File: src/rtl/uart_tx_param.sv
// Parametrised UART transmitter: start bit, DATA_BITS data bits LSB first,
// optional odd/even parity bit, then one or two stop bits. The line idles high.
//
// Handshake: a word is accepted on any rising edge where tx_valid && tx_ready.
// tx_ready is high only in IDLE. tx_data is sampled on that edge only. A
// tx_valid seen while a frame is in progress is ignored and never queued.
module uart_tx_param #(
  parameter int CLKS_PER_BIT = 2500,
  parameter int DATA_BITS    = 8,
  parameter int PARITY       = 0,
  parameter int STOP_BITS    = 1
) (
  input  logic                 clk,
  input  logic                 rst_n,
  input  logic [DATA_BITS-1:0] tx_data,
  input  logic                 tx_valid,
  output logic                 tx_ready,
  output logic                 tx,
  output logic                 busy,
  output logic                 tx_done,
  output logic [3:0]           bit_idx,
  output logic [2:0]           o_state
);

  localparam int FRAME_BITS = 1 + DATA_BITS + ((PARITY != 0) ? 1 : 0) + STOP_BITS;
  localparam int CNT_W      = (CLKS_PER_BIT > 2) ? $clog2(CLKS_PER_BIT) : 1;
  localparam logic [CNT_W-1:0] BAUD_LAST = CNT_W'(CLKS_PER_BIT - 1);
  localparam logic [3:0] DATA_LAST  = 4'(DATA_BITS);
  localparam logic [3:0] FRAME_LAST = 4'(FRAME_BITS - 1);

  // Refuse to elaborate with parameter values the datapath is not sized for.
  generate
    if (CLKS_PER_BIT < 2 || DATA_BITS < 5 || DATA_BITS > 9 ||
        PARITY < 0 || PARITY > 2 || STOP_BITS < 1 || STOP_BITS > 2) begin : g_bad_params
      $error("uart_tx_param: illegal parameter combination");
    end
  endgenerate

  typedef enum logic [2:0] {
    S_IDLE   = 3'd0,
    S_START  = 3'd1,
    S_DATA   = 3'd2,
    S_PARITY = 3'd3,
    S_STOP   = 3'd4
  } state_t;

  state_t               r_state;
  logic [CNT_W-1:0]     r_baud;
  logic [DATA_BITS-1:0] r_shift;
  logic                 r_parity;
  logic                 r_tx;
  logic                 r_ready;
  logic                 r_busy;
  logic                 r_done;
  logic [3:0]           r_bit_idx;

  logic                 w_bit_end;
  logic [DATA_BITS-1:0] w_shift_nxt;
  logic                 w_parity;

  assign w_bit_end   = (r_baud == BAUD_LAST);
  assign w_shift_nxt = r_shift >> 1;
  // Odd parity inverts the XOR so the total count of ones comes out odd.
  assign w_parity    = (PARITY == 1) ? ~(^tx_data) : (^tx_data);

  // Frame sequencer: state, baud counter, shift register and all registered outputs.
  always_ff @(posedge clk or negedge rst_n) begin
    if (!rst_n) begin
      r_state   <= S_IDLE;
      r_baud    <= '0;
      r_shift   <= '0;
      r_parity  <= 1'b0;
      r_tx      <= 1'b1;
      r_ready   <= 1'b1;
      r_busy    <= 1'b0;
      r_done    <= 1'b0;
      r_bit_idx <= '0;
    end else begin
      r_done <= 1'b0;
      if (r_state != S_IDLE) begin
        r_baud <= w_bit_end ? '0 : r_baud + CNT_W'(1);
      end
      unique case (r_state)
        S_IDLE: begin
          r_tx      <= 1'b1;
          r_ready   <= 1'b1;
          r_busy    <= 1'b0;
          r_bit_idx <= '0;
          r_baud    <= '0;
          if (tx_valid && r_ready) begin
            r_shift  <= tx_data;
            r_parity <= w_parity;
            r_state  <= S_START;
            r_tx     <= 1'b0;
            r_busy   <= 1'b1;
            r_ready  <= 1'b0;
          end
        end
        S_START: begin
          if (w_bit_end) begin
            r_state   <= S_DATA;
            r_tx      <= r_shift[0];
            r_bit_idx <= r_bit_idx + 4'd1;
          end
        end
        S_DATA: begin
          if (w_bit_end) begin
            r_bit_idx <= r_bit_idx + 4'd1;
            r_shift   <= w_shift_nxt;
            if (r_bit_idx == DATA_LAST) begin
              if (PARITY != 0) begin
                r_state <= S_PARITY;
                r_tx    <= r_parity;
              end else begin
                r_state <= S_STOP;
                r_tx    <= 1'b1;
              end
            end else begin
              r_tx <= w_shift_nxt[0];
            end
          end
        end
        S_PARITY: begin
          if (w_bit_end) begin
            r_state   <= S_STOP;
            r_tx      <= 1'b1;
            r_bit_idx <= r_bit_idx + 4'd1;
          end
        end
        S_STOP: begin
          r_tx <= 1'b1;
          if (w_bit_end) begin
            if (r_bit_idx == FRAME_LAST) begin
              // Last cycle of the final stop bit: first IDLE cycle flags completion.
              r_state   <= S_IDLE;
              r_busy    <= 1'b0;
              r_ready   <= 1'b1;
              r_done    <= 1'b1;
              r_bit_idx <= '0;
            end else begin
              r_bit_idx <= r_bit_idx + 4'd1;
            end
          end
        end
        default: begin
          r_state <= S_IDLE;
          r_tx    <= 1'b1;
          r_ready <= 1'b1;
          r_busy  <= 1'b0;
        end
      endcase
    end
  end

  assign tx       = r_tx;
  assign tx_ready = r_ready;
  assign busy     = r_busy;
  assign tx_done  = r_done;
  assign bit_idx  = r_bit_idx;
  assign o_state  = r_state;

endmodule

File: config.mk
export PLATFORM = sky130hd
export DESIGN_NAME = uart_tx_param
export DESIGN_NICKNAME = d
export VERILOG_FILES = /design/src/rtl/uart_tx_param.sv
export SDC_FILE = /design/constraint.sdc
export NUM_CORES = 1
export LEC_CHECK = 0
export BUFFER_PORTS_ARGS = -buffer_cell sky130_fd_sc_hd__buf_4
export CAP_MARGIN = 5
export CORE_UTILIZATION = 40
export DETAILED_ROUTE_END_ITERATION = 7
export PLACE_DENSITY_LB_ADDON = 0.15
export SETUP_SLACK_MARGIN = 0.2
export SKIP_CTS_REPAIR_TIMING = 1
export SLEW_MARGIN = 10
export SYNTH_ARGS = -nofsm -noshare
export SYNTH_HDL_FRONTEND = slang
export SYNTH_SLANG_ARGS = --single-unit
File: constraint.sdc
create_clock -name clk -period 4.8 [get_ports clk]
set_input_delay 0.72 -clock clk [delete_from_list [all_inputs] [get_ports clk]]
set_output_delay 0.72 -clock clk [all_outputs]
set_load 0.03 [all_outputs]
==> results.py <==
metrics = {
    "setup_path": {
        "r2r-end": "r_shift[6]$_DFFE_PN0P_",
        "r2r.worst_path.cells": 5,
        "crit_end": "r_shift[6]$_DFFE_PN0P_",
        "worst-setup-path-type": "flop to flop",
        "cp.required_ps": 4960,
        "crit_start": "r_baud[0]$_DFF_PN0_",
        "r2r-start": "r_baud[0]$_DFF_PN0_",
        "ff2ff_setup_slack_ps": 2820,
        "startpoint_type": "flop",
        "cp_max_fo": 9,
        "cp-end-kind": "flop",
        "cp.arrival_ps": 2140,
    },
    "synth": {
        "syn_area_mm2": 0.00169,
        "synth_top_cell_by_area": "dfrtp_1",
        "syn-num-nets": 169,
        "synth.most_common_cell": "dfrtp_1",
        "synthArstFlopShare_pct": 100,
        "yosys_most_used_dff": "dfrtp_1",
        "synth.distinct_cells": 44,
        "ys_warn_count": 0,
        "avgSynthCellArea_um2": 11.0,
        "yosysSeqAreaShare_pct": 46.1,
        "synth_top_area_share_pct": 43.0,
        "synth_seq_cells": 31,
        "netlist_top_cells_count": "dfrtp_1 (29), mux2_2 (14), nor2_1 (13)",
        "syn_inst": 154,
        "synth_area_leaders": "dfrtp_1 (43%), mux2_2 (9.3%), dfstp_2 (3.1%)",
        "synth_edf_count": 0,
    },
    "clocking": {
        "htreeDepth": 2,
        "tritoncts": "built",
        "clkTransAtPathRegs_ps": 70,
        "clockRootBuffer": "clkbuf_8",
        "clock-sinks": 31,
        "cts_buffers": 5,
        "clockBufferDepth": 2,
        "clk-insertion-delay-late_ps": 280,
    },
    "routing": {
        "routedWlPerCell_um": 14.2,
        "vias_per_cell": 5.34,
        "wl_met3_um": 126,
        "antenna_left": 0,
        "dr.pass1.iters": 5,
        "vias": 1213,
        "routed_wirelength_um": 3220,
        "top_layer_used": "met4",
        "drtIter0Drc": 125,
        "drc": 0,
        "wl_met2_um": 1550,
        "drt-met1-wl_um": 1480,
    },
    "layout": {
        "fillCellCount": 376,
        "drive_gt1_share_pct": 31.6,
        "regArea_um2": 778,
        "fin_util_pct": 49.9,
        "diodes": 0,
        "multi_input_area_um2": 843,
        "area_delta_synth_final_pct": 19.2,
        "nets": 191,
    },
    "timing": {
        "relSlewSlack_pct": 63.6,
        "final_hold_viol_count": 0,
        "setup_tns_ps": 0,
        "rsz0062_at_grt": "no",
        "finalClockSkew_ps": 10.4,
        "fmax_ghz": 0.505,
        "worst_slew_pin_slew_ps": 544,
        "drv_slew": 0,
        "report.final.setup_viol": 0,
        "fin_crit_sh_pct": 41.2,
        "fin_crit_ps": 1980,
    },
    "floorplan": {
        "start_util_pct": 41.9,
        "dieHeight_um": 67.0,
        "pin_count": 22,
        "dieArea_mm2": 0.00448,
        "row_count": 23,
        "core_area_mm2": 0.00403,
        "die_x_um": 67.0,
    },
    "pwr": {
        "vdd_drop_max_v": 0.000159,
        "power_density_mw_per_mm2": 291,
        "power.leakage_uw": 0.000871,
    },
    "min_path": {
        "hold_path.class": "primary input to async pin",
    },
    "global_routing": {
        "grt_pass1_vias": 1245,
        "grt_overflow_total": 0,
        "grt_usage_pct": 17.2,
        "grt_max_degree": 32,
        "antenna_found_initial": 0,
        "grt_pass1_wl_um": 5680,
    },
    "placement": {
        "place_congestion": 0.757,
        "dp_hpwl_um": 2290,
        "placement.io_buffers": 21,
    },
    "flow_run": {
        "cap_violations": 0,
    },
    "outcome": {
        "status": "complete, no violations",
    },
}
power breakdown:
group          internal [uW]  switching (uW)  leakage (uW)
clock network            207            94.2     0.0000654
registers                264            1.67      0.000385
logic                   9.60            7.52      0.000421
total                    481             103      0.000871
final cells by class:
| cell class | count | area share (%) |
|---|---|---|
| timing repair buffer | 21 | 7.84 |
| inverter | 10 | 1.87 |
| clock inverter | 2 | 2.99 |
| clock buffer | 6 | 3.61 |
| tap | 50 | 3.11 |
| sequential | 31 | 38.7 |
| multi-input combinational | 107 | 41.9 |
how the worst min path moves through the flow:
stage	start	to	slack (ps)	cells past startpoint
finish	rst_n	r_shift[7]$_DFFE_PN0P_	360	1
global route	rst_n	r_shift[7]$_DFFE_PN0P_	380	1
CTS	rst_n	busy$_DFFE_PN0P_	370	1
detailed placement	r_baud[0]$_DFF_PN0_	r_baud[0]$_DFF_PN0_	480	1
global placement	r_baud[0]$_DFF_PN0_	r_baud[0]$_DFF_PN0_	470	1
floorplan	rst_n	bit_idx[0]$_DFFE_PN0P_	420	0
critical path, stage by stage, from the launching register on:
cell	delay, ps
dfrtp_1	380
ha_1	230
nor4b_4	350
nand3_4	200
o21ai_4	330
mux2_2	380
cells by family after synthesis:
kind of cell               Yosys count  synth area share [%]
and+or+nand+nor                     51                  19.4
DFF                                 31                  46.1
AOI/OAI and AO/OA                   27                  12.4
buffers and inverters               16                  3.93
muxes                               16                  10.5
xor gates and xnor gates             9                  4.67
adders and majority gates            4                  2.97
per-layer routing:
metal  up-vias  global-route usage (%)
li1        590                       -
met1       596                    20.6
met2        21                    27.9
met3         6                    5.31
met4         0                    7.71
met5         -                       0
registers in the layout (all words and copies together) (netlist names):
name,cells
bit_idx,4
busy,1
o_state,3
r_baud,12
r_shift,8
tx,1
tx_done,1
tx_ready,1
placed cells by master (no fill, tap or decap), types with 4 or more instances in the layout:
master and count:
clkbuf_8 5, ha_1 4, nand3_1 7, nand2_1 7, xor2_1 5, nor2_1 13, nand4_1 4, o21ai_0 5
inv_1 10, a21oi_1 6, xnor2_1 4, nor3_1 4, dfrtp_1 29, buf_4 21, mux2_2 14
through the flow:
stage | total power (uW) | instance area, um^2 | hold slack [ps] | worst slack, ps | cells
6_report | 585 | 2010 | 357 | 2820 | 227
5_1_grt | 610 | 2010 | 380 | 2670 | 227
4_1_cts | 593 | 2010 | 370 | 2800 | 227
3_5_place_dp | 289 | 1880 | 476 | 2800 | 219
3_3_place_gp | 288 | 1880 | 469 | 2870 | 219
2_1_floorplan | 276 | 1690 | 424 | 2910 | 154
Note: power is estimated with default switching activity, not from simulation.
